===== src/rtl/dzcpu_useq.sv =====
// rtl/dzcpu_useq.sv - dzcpu micro-PC sequencer; define USEQ_INT_EN to enable interrupt-flow entry
module dzcpu_useq #(
   parameter int                 UOP_W        = 13,
   parameter int                 UADDR_W      = 8,
   parameter int                 STACK_DEPTH  = 4,
   parameter logic [UADDR_W-1:0] INT_FLOW_IDX = 8'd200
) (
   input  logic               iClock,
   input  logic               iReset,
   input  logic [UADDR_W-1:0] iFlowIdx,
   input  logic [UADDR_W-1:0] iCbFlowIdx,
   input  logic               iStart,
   output logic               oStartAck,
   input  logic               iZ,
   input  logic               iStall,
   input  logic               iIntReq,
   output logic               oIntAck,
   output logic [UADDR_W-1:0] oUaddr,
   input  logic [UOP_W-1:0]   iUop,
   output logic [UOP_W-1:0]   oUop,
   output logic               oUopValid,
   output logic               oIdle,
   output logic               oStackErr
);

   localparam int SP_W  = $clog2(STACK_DEPTH + 1);
   localparam int IDX_W = (STACK_DEPTH > 1) ? $clog2(STACK_DEPTH) : 1;

   localparam logic [2:0] NXT_SEQ   = 3'd0;
   localparam logic [2:0] NXT_EOF   = 3'd1;
   localparam logic [2:0] NXT_EOFZ  = 3'd2;
   localparam logic [2:0] NXT_EOFNZ = 3'd3;
   localparam logic [2:0] NXT_JCB   = 3'd4;
   localparam logic [2:0] NXT_CALL  = 3'd5;
   localparam logic [2:0] NXT_RET   = 3'd6;

   typedef enum logic {ST_IDLE, ST_RUN} state_t;

   state_t               state_q, state_d;
   logic [UADDR_W-1:0]   upc_q, upc_d;
   logic [SP_W-1:0]      sp_q, sp_d;
   logic [UADDR_W-1:0]   stack_q [STACK_DEPTH];
   logic [UADDR_W-1:0]   stack_d [STACK_DEPTH];
   logic [UOP_W-1:0]     uop_q, uop_d;
   logic                 uop_valid_q, uop_valid_d;
   logic                 start_ack_q, start_ack_d;
   logic                 stack_err_q, stack_err_d;

   logic [2:0]           nxt;
   logic [UADDR_W-1:0]   tgt;
   logic [UADDR_W-1:0]   upc_inc;
   logic [SP_W-1:0]      sp_dec;
   logic [IDX_W-1:0]     push_idx;
   logic [IDX_W-1:0]     pop_idx;
   logic                 stack_full;
   logic                 stack_empty;

   assign nxt         = iUop[UOP_W-1 -: 3];
   assign tgt         = iUop[UADDR_W-1:0];
   assign upc_inc     = upc_q + 1'b1;
   assign sp_dec      = sp_q - 1'b1;
   assign push_idx    = sp_q[IDX_W-1:0];
   assign pop_idx     = sp_dec[IDX_W-1:0];
   assign stack_full  = (sp_q == SP_W'(STACK_DEPTH));
   assign stack_empty = (sp_q == '0);

`ifdef USEQ_INT_EN
   logic int_ack_q, int_ack_d;
   assign oIntAck = int_ack_q;
`else
   logic [UADDR_W:0] unused_int;
   assign unused_int = {iIntReq, INT_FLOW_IDX};
   assign oIntAck    = 1'b0;
`endif

   // Next-state: flow entry in IDLE, NXT-field decode in RUN, full freeze on stall
   always_comb begin
      state_d     = state_q;
      upc_d       = upc_q;
      sp_d        = sp_q;
      stack_d     = stack_q;
      uop_d       = uop_q;
      uop_valid_d = 1'b0;
      start_ack_d = 1'b0;
      stack_err_d = stack_err_q;
`ifdef USEQ_INT_EN
      int_ack_d   = 1'b0;
`endif
      if (state_q == ST_IDLE) begin
`ifdef USEQ_INT_EN
         if (iIntReq) begin
            upc_d     = INT_FLOW_IDX;
            int_ack_d = 1'b1;
            state_d   = ST_RUN;
         end else
`endif
         if (iStart) begin
            upc_d       = iFlowIdx;
            start_ack_d = 1'b1;
            state_d     = ST_RUN;
         end
      end else if (!iStall) begin
         uop_d       = iUop;
         uop_valid_d = 1'b1;
         case (nxt)
            NXT_SEQ: upc_d = upc_inc;
            NXT_EOF: begin
               state_d = ST_IDLE;
               sp_d    = '0;
            end
            NXT_EOFZ: begin
               if (iZ) begin
                  state_d = ST_IDLE;
                  sp_d    = '0;
               end else begin
                  upc_d = upc_inc;
               end
            end
            NXT_EOFNZ: begin
               if (!iZ) begin
                  state_d = ST_IDLE;
                  sp_d    = '0;
               end else begin
                  upc_d = upc_inc;
               end
            end
            NXT_JCB: upc_d = iCbFlowIdx;
            NXT_CALL: begin
               // overflow keeps the flow alive by falling through sequentially
               if (stack_full) begin
                  stack_err_d = 1'b1;
                  upc_d       = upc_inc;
               end else begin
                  stack_d[push_idx] = upc_inc;
                  sp_d              = sp_q + 1'b1;
                  upc_d             = tgt;
               end
            end
            NXT_RET: begin
               // underflow has no return target, so the flow is terminated
               if (stack_empty) begin
                  stack_err_d = 1'b1;
                  state_d     = ST_IDLE;
                  sp_d        = '0;
               end else begin
                  upc_d = stack_q[pop_idx];
                  sp_d  = sp_dec;
               end
            end
            default: upc_d = tgt;
         endcase
      end
   end

   // State, micro-PC, return stack and registered outputs
   always_ff @(posedge iClock or posedge iReset) begin
      if (iReset) begin
         state_q     <= ST_IDLE;
         upc_q       <= '0;
         sp_q        <= '0;
         uop_q       <= '0;
         uop_valid_q <= 1'b0;
         start_ack_q <= 1'b0;
         stack_err_q <= 1'b0;
         for (int i = 0; i < STACK_DEPTH; i++) begin
            stack_q[i] <= '0;
         end
`ifdef USEQ_INT_EN
         int_ack_q   <= 1'b0;
`endif
      end else begin
         state_q     <= state_d;
         upc_q       <= upc_d;
         sp_q        <= sp_d;
         uop_q       <= uop_d;
         uop_valid_q <= uop_valid_d;
         start_ack_q <= start_ack_d;
         stack_err_q <= stack_err_d;
         stack_q     <= stack_d;
`ifdef USEQ_INT_EN
         int_ack_q   <= int_ack_d;
`endif
      end
   end

   assign oUaddr    = upc_q;
   assign oUop      = uop_q;
   assign oUopValid = uop_valid_q;
   assign oIdle     = (state_q == ST_IDLE);
   assign oStartAck = start_ack_q;
   assign oStackErr = stack_err_q;

endmodule


===== config.mk =====
export PLATFORM = sky130hd
export DESIGN_NAME = dzcpu_useq
export DESIGN_NICKNAME = d
export VERILOG_FILES = /design/src/rtl/dzcpu_useq.sv
export SDC_FILE = /design/constraint.sdc
export NUM_CORES = 1
export LEC_CHECK = 0
export ABC_AREA = 1
export BUFFER_PORTS_ARGS = -buffer_cell sky130_fd_sc_hd__clkbuf_2
export CORE_AREA = 2 2 75 91
export DETAILED_ROUTE_END_ITERATION = 10
export DIE_AREA = 0 0 77 93
export PLACE_DENSITY = 0.77
export SLEW_MARGIN = 20
export SYNTH_ARGS = -nofsm -noshare
export SYNTH_HDL_FRONTEND = slang
export SYNTH_SLANG_ARGS = --single-unit

===== constraint.sdc =====
create_clock -name iClock -period 2.4 [get_ports iClock]
set_input_delay 0.72 -clock iClock [delete_from_list [all_inputs] [get_ports iClock]]
set_output_delay 0.72 -clock iClock [all_outputs]
set_load 0.005 [all_outputs]

==> impl_metrics.json, run 1 <==
{
  "yosys_warnings": 0,
  "grt_overflow": 0,
  "leakagePower_nw": 2.152,
  "antenna_found_initial": 0,
  "dp.cells": 604,
  "critPathKind": "reg -> out",
  "avgRoutedWirePerCell_um": 13.08,
  "postCtsHoldBufs": 0,
  "fmax_ghz": 0.4965,
  "r2r_cells": 9,
  "start_util_pct": 52.71,
  "worst_setup_path_end_kind": "primary output",
  "reg2reg_setup_slack_ns": 0.40,
  "core_region_area_mm2": 0.006326,
  "nets": 571,
  "async_flop_share_pct": 100.0,
  "routabilityCongestion": 0.9372,
  "max_cap_viol_count": 0,
  "num_antenna_cells": 0,
  "period_needed_ns": 2.014,
  "fp.dieH_um": 93,
  "grt_pass1_vias": 3098,
  "ir_worst_vdd_v": 0.0004379,
  "drcViolationCount": 0,
  "synthCells": 470,
  "total_power_mw": 4.402,
  "synth_top_cell_by_area": "dfrtp_1",
  "fill_cells": 588,
  "multiInputGateArea_mm2": 0.001558,
  "yosysSeqAreaShare_pct": 45.03,
  "synth.top_cell.area_share_pct": 45.03,
  "synth_fp_nets": 511,
  "die_x_um": 77,
  "syn_area_mm2": 0.003334,
  "tightest_slew_ns": 0.5138,
  "drtAntennaViolNets": 0,
  "cp_data_arrival_time_ns": 1.29,
  "clock_skew_ns": 0.009450,
  "die_area_mm2": 0.007161,
  "place_hpwl_um": 5941,
  "cts_setup_buffers": 0,
  "layoutNonFillerInstCount": 620,
  "grt_pass1_wl_um": 14000,
  "synth-seq-cells": 60,
  "synth-edff-count": 0,
  "clkTransAtPathRegs_ns": 0.07,
  "powerDensity_mw_per_mm2": 1116,
  "reg2reg_from": "sp_q[1]",
  "synth_area_leaders": "dfrtp_1, nand2_1, o21ai_0, inv_1, nand3_1",
  "cts_resized": 0,
  "drtPass1Iterations": 5,
  "track_usage_pct": 24.43,
  "drtIter0Drc": 210,
  "routed_via_density": 5.139,
  "r2r-end": "oUaddr[6]",
  "crit_fanout": 11,
  "drive_above_1_share_pct": 17.94,
  "ys_types": 28,
  "synth_area_per_cell_um2": 7.095,
  "finalWirelength_um": 8108,
  "rows": 32,
  "slew_headroom_pct": 65.56,
  "min_period_over_period_pct": 83.93,
  "ys.flop_type": "dfrtp_1",
  "final-seq-area_mm2": 0.001501,
  "hold_class": "in -> async",
  "clockBufferDepth": 2,
  "timing.final.hold_violations": 0,
  "status": "finished, final reports clean",
  "htreeDepth": 3,
  "fin_tns_setup_ns": 0,
  "numClockSinks": 60,
  "port_buffers": 58,
  "area_growth_pct": 18.24,
  "cts-root-buf": "clkbuf_8",
  "rsz0062_at_grt": "no",
  "cts_made_buffers": 9,
  "slew_viol_final": 0,
  "routed-via-count": 3186,
  "finalSetupViolCount": 0,
  "cp-start-kind": "flop",
  "clock_latency_ns": 0.35,
  "cp.required_ns": 1.68,
  "cts_tree": "built",
  "ios": 61,
  "grt_max_degree": 61
}
metrics by stage:
step                worst slack [ns]  util [%]  instance area [um^2]  hold WS [ns]
detailed placement            0.3011     58.80                  3720        0.4662
CTS                           0.3989     62.32                  3943        0.4065
floorplan                     0.1953         -                  3334        0.4493
global route                  0.2104     62.32                  3943        0.4334
finish                        0.3858     62.32                  3943        0.3958
global placement              0.3329     58.80                  3720        0.4627
layer usage:
metal  wire length, um  global-route usage [%]  vias to the layer above
met5                 0                       0                        -
met4               223                   13.54                        0
met3               489                   4.440                       18
met2              3824                   41.30                      127
met1              3571                   29.59                     1429
li1                  -                       -                     1612
worst max-delay path: stages (launching register included):
cell and delay, ns:
dfrtp_1 0.46, inv_1 0.31, clkbuf_2 0.19
worst max path at each step:
stage	from	end	slack (ns)	depth (start not counted)
after floorplan	iReset	oStackErr	0.20	1
after global placement	iUop[11]	stack_q[2]	0.33	10
after detailed placement	iUop[11]	stack_q[7]	0.30	10
after CTS	sp_q[1]	oUaddr[6]	0.40	9
after global routing	sp_q[1]	oUaddr[6]	0.21	9
final	state_q	oIdle	0.39	2
logic make-up (layout without fill, tap and decap cells):
kind of cell / Yosys count / after routing / share of synthesized area, %
other: 1 / 1 / 0.1125
adders and majority gates: 6 / 6 / 2.251
DFF: 60 / 60 / 45.03
AOI/OAI and AO/OA: 74 / 74 / 11.86
and+or+nand+nor: 258 / 258 / 32.23
buffers and inverters: 70 / 135 / 8.255
xor gates and xnor gates: 1 / 1 / 0.2627
cell usage in the layout, fill, tap and decap left out, drive strengths merged, types with 2 or more instances in the layout:
master	n
nor3	3
dfrtp	60
nand4	4
nor2	45
ha	6
inv	56
nand2	165
a21oi	18
clkinv	3
nand3	37
o21ai	47
o211ai	6
buf	6
bufinv	2
clkbuf	67
and2	3
area by class of cell:
cell class,count,share of cell area [%]
Clock buffer,9,3.142
Clock inverter,7,2.507
Inverter,55,5.236
Multi-Input combinational cell,340,39.51
Sequential cell,60,38.08
Tap cell,85,2.698
Timing Repair Buffer,64,8.823
registers in the layout (all words and copies together), names as in the netlist:
signal / cells
stack_q: 32
oUop: 13
oUaddr: 8
sp_q: 3
oStackErr: 1
oStartAck: 1
oUopValid: 1
state_q: 1
synth_stat cells (6+ instances only):
library cell and count:
o211ai_1 6, inv_2 7, o21ai_0 36, nor2_1 44, a21oi_1 18, nand3_1 34
nand2_1 162, inv_1 47, dfrtp_1 60, clkbuf_1 9, ha_1 6, o21ai_1 11
where the power goes:
part           switching, mW  internal (mW)
Combinational           1.05          0.628
Clock                  0.442          0.591
Sequential             0.291           1.40
No activity file was read; power rests on OpenSTA's default activity.
==> run 2, diff against run 1 <==
--- a/config.mk
+++ b/config.mk
@@ -7,10 +7,10 @@
 export LEC_CHECK = 0
 export ABC_AREA = 1
 export BUFFER_PORTS_ARGS = -buffer_cell sky130_fd_sc_hd__clkbuf_2
-export CORE_AREA = 2 2 75 91
+export CORE_AREA = 2 2 78 95
 export DETAILED_ROUTE_END_ITERATION = 10
-export DIE_AREA = 0 0 77 93
-export PLACE_DENSITY = 0.77
+export DIE_AREA = 0 0 80 97
+export PLACE_DENSITY = 0.74
 export SLEW_MARGIN = 20
 export SYNTH_ARGS = -nofsm -noshare
 export SYNTH_HDL_FRONTEND = slang
==> constraint.sdc (replaced) <==
create_clock -name iClock -period 1.7 [get_ports iClock]
set_input_delay 0.51 -clock iClock [delete_from_list [all_inputs] [get_ports iClock]]
set_output_delay 0.51 -clock iClock [all_outputs]
set_load 0.005 [all_outputs]
==> run 2 against run 1 <==
Compared with the run above: via count increased by 4.1%; first-iteration DRC count increased by 36%; critical path depth increased by 4; non-clock buffer count increased by 22; final area increased by 7.1%; flip-flop and latch count unchanged; sequential power increased by 40%; wire length increased by 7.3%; global-route usage decreased by 1.2 points; die area increased by 8.4%; sequential share of layout area decreased by 2.5 points; power increased by 52%.
==> impl_metrics.json, run 2 (synthesis results as in run 1) <==
{
  "clock_latency_ns": 0.35,
  "num_antenna_cells": 0,
  "clockBufferDepth": 2,
  "drtAntennaViolNets": 0,
  "grt.busiest_layer": "met2",
  "routed-via-count": 3316,
  "placed_area_mm2": 0.003879,
  "drtPass1Iterations": 4,
  "grt_use_met2_pct": 38.97,
  "place_hpwl_um": 6118,
  "fin_area_mm2": 0.004223,
  "ir_worst_vdd_v": 0.0005752,
  "nets": 594,
  "worst_slack_ns": 0.05401,
  "fmax_ghz": 0.6075,
  "grt_pass1_vias": 3289,
  "max_stage_delay_ns": 0.42,
  "drive_above_1_share_pct": 24.01,
  "top_register": "stack_q",
  "max_cap_viol_count": 0,
  "drcViolationCount": 0,
  "finalWirelength_um": 8698,
  "preCtsSetupSlack_ns": -0.1597,
  "finalSetupViolCount": 0,
  "grt_max_degree": 61,
  "worst_setup_path_end_kind": "flop",
  "dp.cells": 625,
  "total_power_mw": 6.712,
  "status": "finished, final reports clean",
  "cp_data_arrival_time_ns": 1.88,
  "largest_reg_flops": 32,
  "cp.required_ns": 1.94,
  "grt_overflow": 0,
  "r2r_cells": 6,
  "port_buffers": 58,
  "period_needed_ns": 1.646,
  "routabilityCongestion": 0.8782,
  "crit_fanout": 10,
  "numClockSinks": 60,
  "track_usage_pct": 23.20,
  "final_cell_mix": "nand2_1, dfrtp_1, clkbuf_2",
  "start_util_pct": 49.24,
  "fill_cells": 600,
  "grt_pass1_wl_um": 14400,
  "cts_tree": "built",
  "clock_skew_ns": 0.007980,
  "postCtsHoldBufs": 0,
  "clkTransAtPathRegs_ns": 0.07,
  "cp_cell_sequence": "buf_4 -> a21oi_1 -> nand3_4 -> buf_4 -> nor2_1 -> a21oi_1",
  "layoutNonFillerInstCount": 645,
  "slew_viol_final": 0,
  "fin_util_pct": 62.36,
  "die_area_mm2": 0.007760,
  "use_met1_pct": 28.30,
  "fin_tns_setup_ns": 0,
  "routed_via_density": 5.141,
  "powerDensity_mw_per_mm2": 1589,
  "hold_class": "in -> async",
  "fp.dieH_um": 97,
  "htreeDepth": 3,
  "final_common_cell": "nand2_1",
  "antenna_found_initial": 0,
  "cp-start-kind": "flop",
  "ios": 61,
  "critPathKind": "reg -> reg",
  "cts_made_buffers": 9,
  "leakagePower_nw": 2.288,
  "cts-root-buf": "clkbuf_8",
  "grt_use_met3_pct": 3.172,
  "fin_hold_ws_ns": 0.2309,
  "min_period_over_period_pct": 96.82,
  "timing.final.hold_violations": 0,
  "drtIter0Drc": 286,
  "area_growth_pct": 26.64,
  "rows": 33,
  "cpMaxStageDelayCell": "dfrtp_1",
  "die_x_um": 80,
  "avgRoutedWirePerCell_um": 13.49,
  "core_region_area_mm2": 0.006771
}
==> run 2: cell types whose count changed in the layout (fill, tap and decap cells not counted), sizes merged <==
| cell | delta |
|---|---|
| buf | +22 |
| clkbuf | +3 |
| clkinv | -1 |
| nand3 | +1 |
| inv | -3 |
| bufinv | +1 |
==> run 2: path summary, 6_finish.rpt <==
path                        startpoint          end  slack (ns)
max                            state_q    oUaddr[4]        0.05
min                             iReset      oUop[5]        0.23
max reg2reg                    state_q    oUaddr[4]        0.05
min reg2reg                stack_q[26]  stack_q[26]        0.48
max in group asynchronous       iReset    oUaddr[0]        1.19
min in group iClock            iUop[8]      oUop[8]        0.37
==> run 2: timing repair <==
item	CTS	global route
setup endpoints to repair	4	23
resized for setup	1	18
buffers inserted	0	3
pin swaps	0	2
gates cloned	0	1
==> run 2: routing by layer <==
metal  vias up  part of all wire (%)
li1       1663                     -
met1      1520                    42
met2       111                    49
met3        22                   5.7
met4         0                   2.9
met5         -                     0
==> run 2: layout make-up <==
cell class | instances | area (um^2) | area share, %
tap | 87 | 108.9 | 2.578
sequential | 60 | 1503 | 35.59
timing repair buffer | 86 | 513.0 | 12.15
clock inverter | 4 | 95.09 | 2.252
multi-input combinational | 341 | 1630 | 38.61
inverter | 55 | 217.7 | 5.156
clock buffer | 12 | 155.1 | 3.674
==> run 2: report_power, final <==
part | switching, mW | total, mW | internal, mW
clock | 0.573 | 1.63 | 1.05
combinational | 1.63 | 2.72 | 1.09
sequential | 0.381 | 2.36 | 1.98
total | 2.59 | 6.71 | 4.12
==> run 2: critical path: cells and delay by family, from the launching register on <==
family | cells | cell delay (ns)
and+or+nand+nor | 2 | 0.26
DFF | 1 | 0.42
buffers and inverters | 2 | 0.37
AOI/OAI and AO/OA | 2 | 0.48
==> run 3, diff against run 2 <==
--- a/config.mk
+++ b/config.mk
@@ -7,10 +7,12 @@
 export LEC_CHECK = 0
 export ABC_AREA = 1
 export BUFFER_PORTS_ARGS = -buffer_cell sky130_fd_sc_hd__clkbuf_2
-export CORE_AREA = 2 2 78 95
+export CELL_PAD_IN_SITES_DETAIL_PLACEMENT = 1
+export CELL_PAD_IN_SITES_GLOBAL_PLACEMENT = 1
+export CORE_AREA = 2 2 91 111
 export DETAILED_ROUTE_END_ITERATION = 10
-export DIE_AREA = 0 0 80 97
-export PLACE_DENSITY = 0.74
+export DIE_AREA = 0 0 93 113
+export PLACE_DENSITY_LB_ADDON = 0.1
 export SLEW_MARGIN = 20
 export SYNTH_ARGS = -nofsm -noshare
 export SYNTH_HDL_FRONTEND = slang
==> run 3 against run 2 <==
Compared with the run above: core utilization decreased by 15 points; clock power increased by 13%; combinational power rose by 9.6%; fmax fell by 0.27%; sequential share of layout area down 1.4 points; cell count is 6.5% higher; global-route usage decreased by 3.0 points; register-to-register slack improved by 0.05 ns; die area increased by 35%; wire length rose by 19%.
==> impl_metrics.json, run 3 (synthesis results as in run 1) <==
{
  "numClockSinks": 60,
  "drtIter0Drc": 120,
  "ir_worst_vdd_v": 0.0005323,
  "grt_overflow": 0,
  "num_antenna_cells": 0,
  "reg2reg_setup_slack_ns": 0.10,
  "routed_via_density": 4.852,
  "total_power_mw": 7.174,
  "crit_fanout": 9,
  "min_period_over_period_pct": 97.08,
  "hold_class": "in -> async",
  "drcViolationCount": 0,
  "routabilityCongestion": 0.7814,
  "fin_util_pct": 46.97,
  "clock_skew_ns": 0.006629,
  "finalSetupViolCount": 0,
  "fin_hold_ws_ns": 0.2478,
  "leakagePower_nw": 2.340,
  "die_x_um": 93,
  "reg2reg_from": "sp_q[1]",
  "htreeDepth": 3,
  "antenna_found_initial": 0,
  "routed-via-count": 3333,
  "finalWirelength_um": 10330,
  "cts-root-buf": "clkbuf_16",
  "r2r-end": "oUaddr[2]",
  "final_cell_mix": "nand2_1, clkbuf_2, dfrtp_1",
  "cp-start-kind": "flop",
  "drive_above_1_share_pct": 25.53,
  "fp.dieH_um": 113,
  "cp_data_arrival_time_ns": 1.14,
  "track_usage_pct": 20.22,
  "final_common_cell": "nand2_1",
  "worst_slack_ns": 0.04959,
  "grt_pass1_vias": 3341,
  "grt_max_degree": 61,
  "fmax_ghz": 0.6059,
  "max_cap_viol_count": 0,
  "area_growth_pct": 31.97,
  "top_register": "stack_q",
  "timing.final.hold_violations": 0,
  "cts_made_buffers": 9,
  "r2r_cells": 10,
  "core_region_area_mm2": 0.009369,
  "preCtsSetupSlack_ns": -0.1531,
  "cp.required_ns": 1.19,
  "clockBufferDepth": 2,
  "worst_setup_path_end_kind": "primary output",
  "cts_tree": "built",
  "drtAntennaViolNets": 0,
  "nets": 600,
  "critPathKind": "reg -> out",
  "port_buffers": 58,
  "max_stage_delay_ns": 0.40,
  "drtPass1Iterations": 4,
  "ios": 61,
  "fill_cells": 1237,
  "period_needed_ns": 1.650,
  "rsz0062_at_grt": "yes",
  "slew_viol_final": 0,
  "postCtsHoldBufs": 0,
  "die_area_mm2": 0.01051,
  "clock_latency_ns": 0.34,
  "status": "finished, final reports clean",
  "start_util_pct": 35.59,
  "rows": 39,
  "avgRoutedWirePerCell_um": 15.03,
  "grt_pass1_wl_um": 16500,
  "cp_cell_sequence": "inv_1 -> buf_4 -> clkbuf_2",
  "cpMaxStageDelayCell": "dfrtp_2",
  "clkTransAtPathRegs_ns": 0.05,
  "powerDensity_mw_per_mm2": 1630,
  "largest_reg_flops": 32,
  "place_hpwl_um": 7493
}
## run 3: changes by cell type in the layout (fill, tap and decap cells not counted), moves of 2 or more
cell,delta
clkbuf_8,-10
clkbuf_16,+9
buf_4,+4
buf_12,+3
bufinv_16,-2
clkinvlp_4,+2
inv_1,-2
inv_2,+2
nand2_1,+2
nand2_2,-2
## run 3: power by group
part / total [mW] / switching [mW] / internal (mW)
Clock: 1.85 / 0.681 / 1.17
Combinational: 2.98 / 1.78 / 1.19
Sequential: 2.35 / 0.358 / 1.99
Total: 7.17 / 2.82 / 4.35
## run 3: layer usage
layer  share of wire (%)  track usage [%]
met4                 1.4            6.961
met1                  46            26.15
met5                   0                0
met3                 3.6            4.128
met2                  49            33.72
## run 3: how the worst max path moves through the flow
stage                            end      from  depth (start not counted)  slack, ns
after floorplan           stack_q[0]   sp_q[0]                         10      0.006
after global placement     oUaddr[2]  iUop[11]                         10      -0.13
after detailed placement   oUaddr[2]  iUop[11]                         10      -0.15
after CTS                  oUaddr[2]   sp_q[1]                         10      -0.01
after global routing         sp_q[2]   sp_q[1]                          9      -0.04
final                          oIdle   state_q                          3       0.05
## run 3: metrics by stage
stage          setup TNS (ns)  std cells  area (um^2)
2_1_floorplan               0        470         3368
6_report                    0        687         4400
5_1_grt              -0.07387        687         4400
3_5_place_dp           -1.304        667         3994
4_1_cts              -0.01562        686         4343
3_3_place_gp          -0.8271        667         3994
## run 3: layout make-up
type,count,area [um^2],share of cell area (%)
sequential,60,1504,34.18
clock inverter,6,63.81,1.450
multi-input combinational,340,1619,36.79
timing repair buffer,93,603.1,13.70
clock buffer,10,239.0,5.431
tap,123,153.9,3.497
inverter,55,217.7,4.947
## run 3: worst max-delay path, delay by kind of cell, from the launching register on
family / cells / cell delay [ns]
buf+inv: 3 / 0.40
flops: 1 / 0.40
## run 3: repair_timing
| action | 4_1_cts | 5_1_grt |
|---|---|---|
| gates resized for setup | 4 | 17 |
| pin swaps | 1 | 3 |
| buffers inserted | 3 | 1 |
| setup endpoints to repair | 6 | 21 |
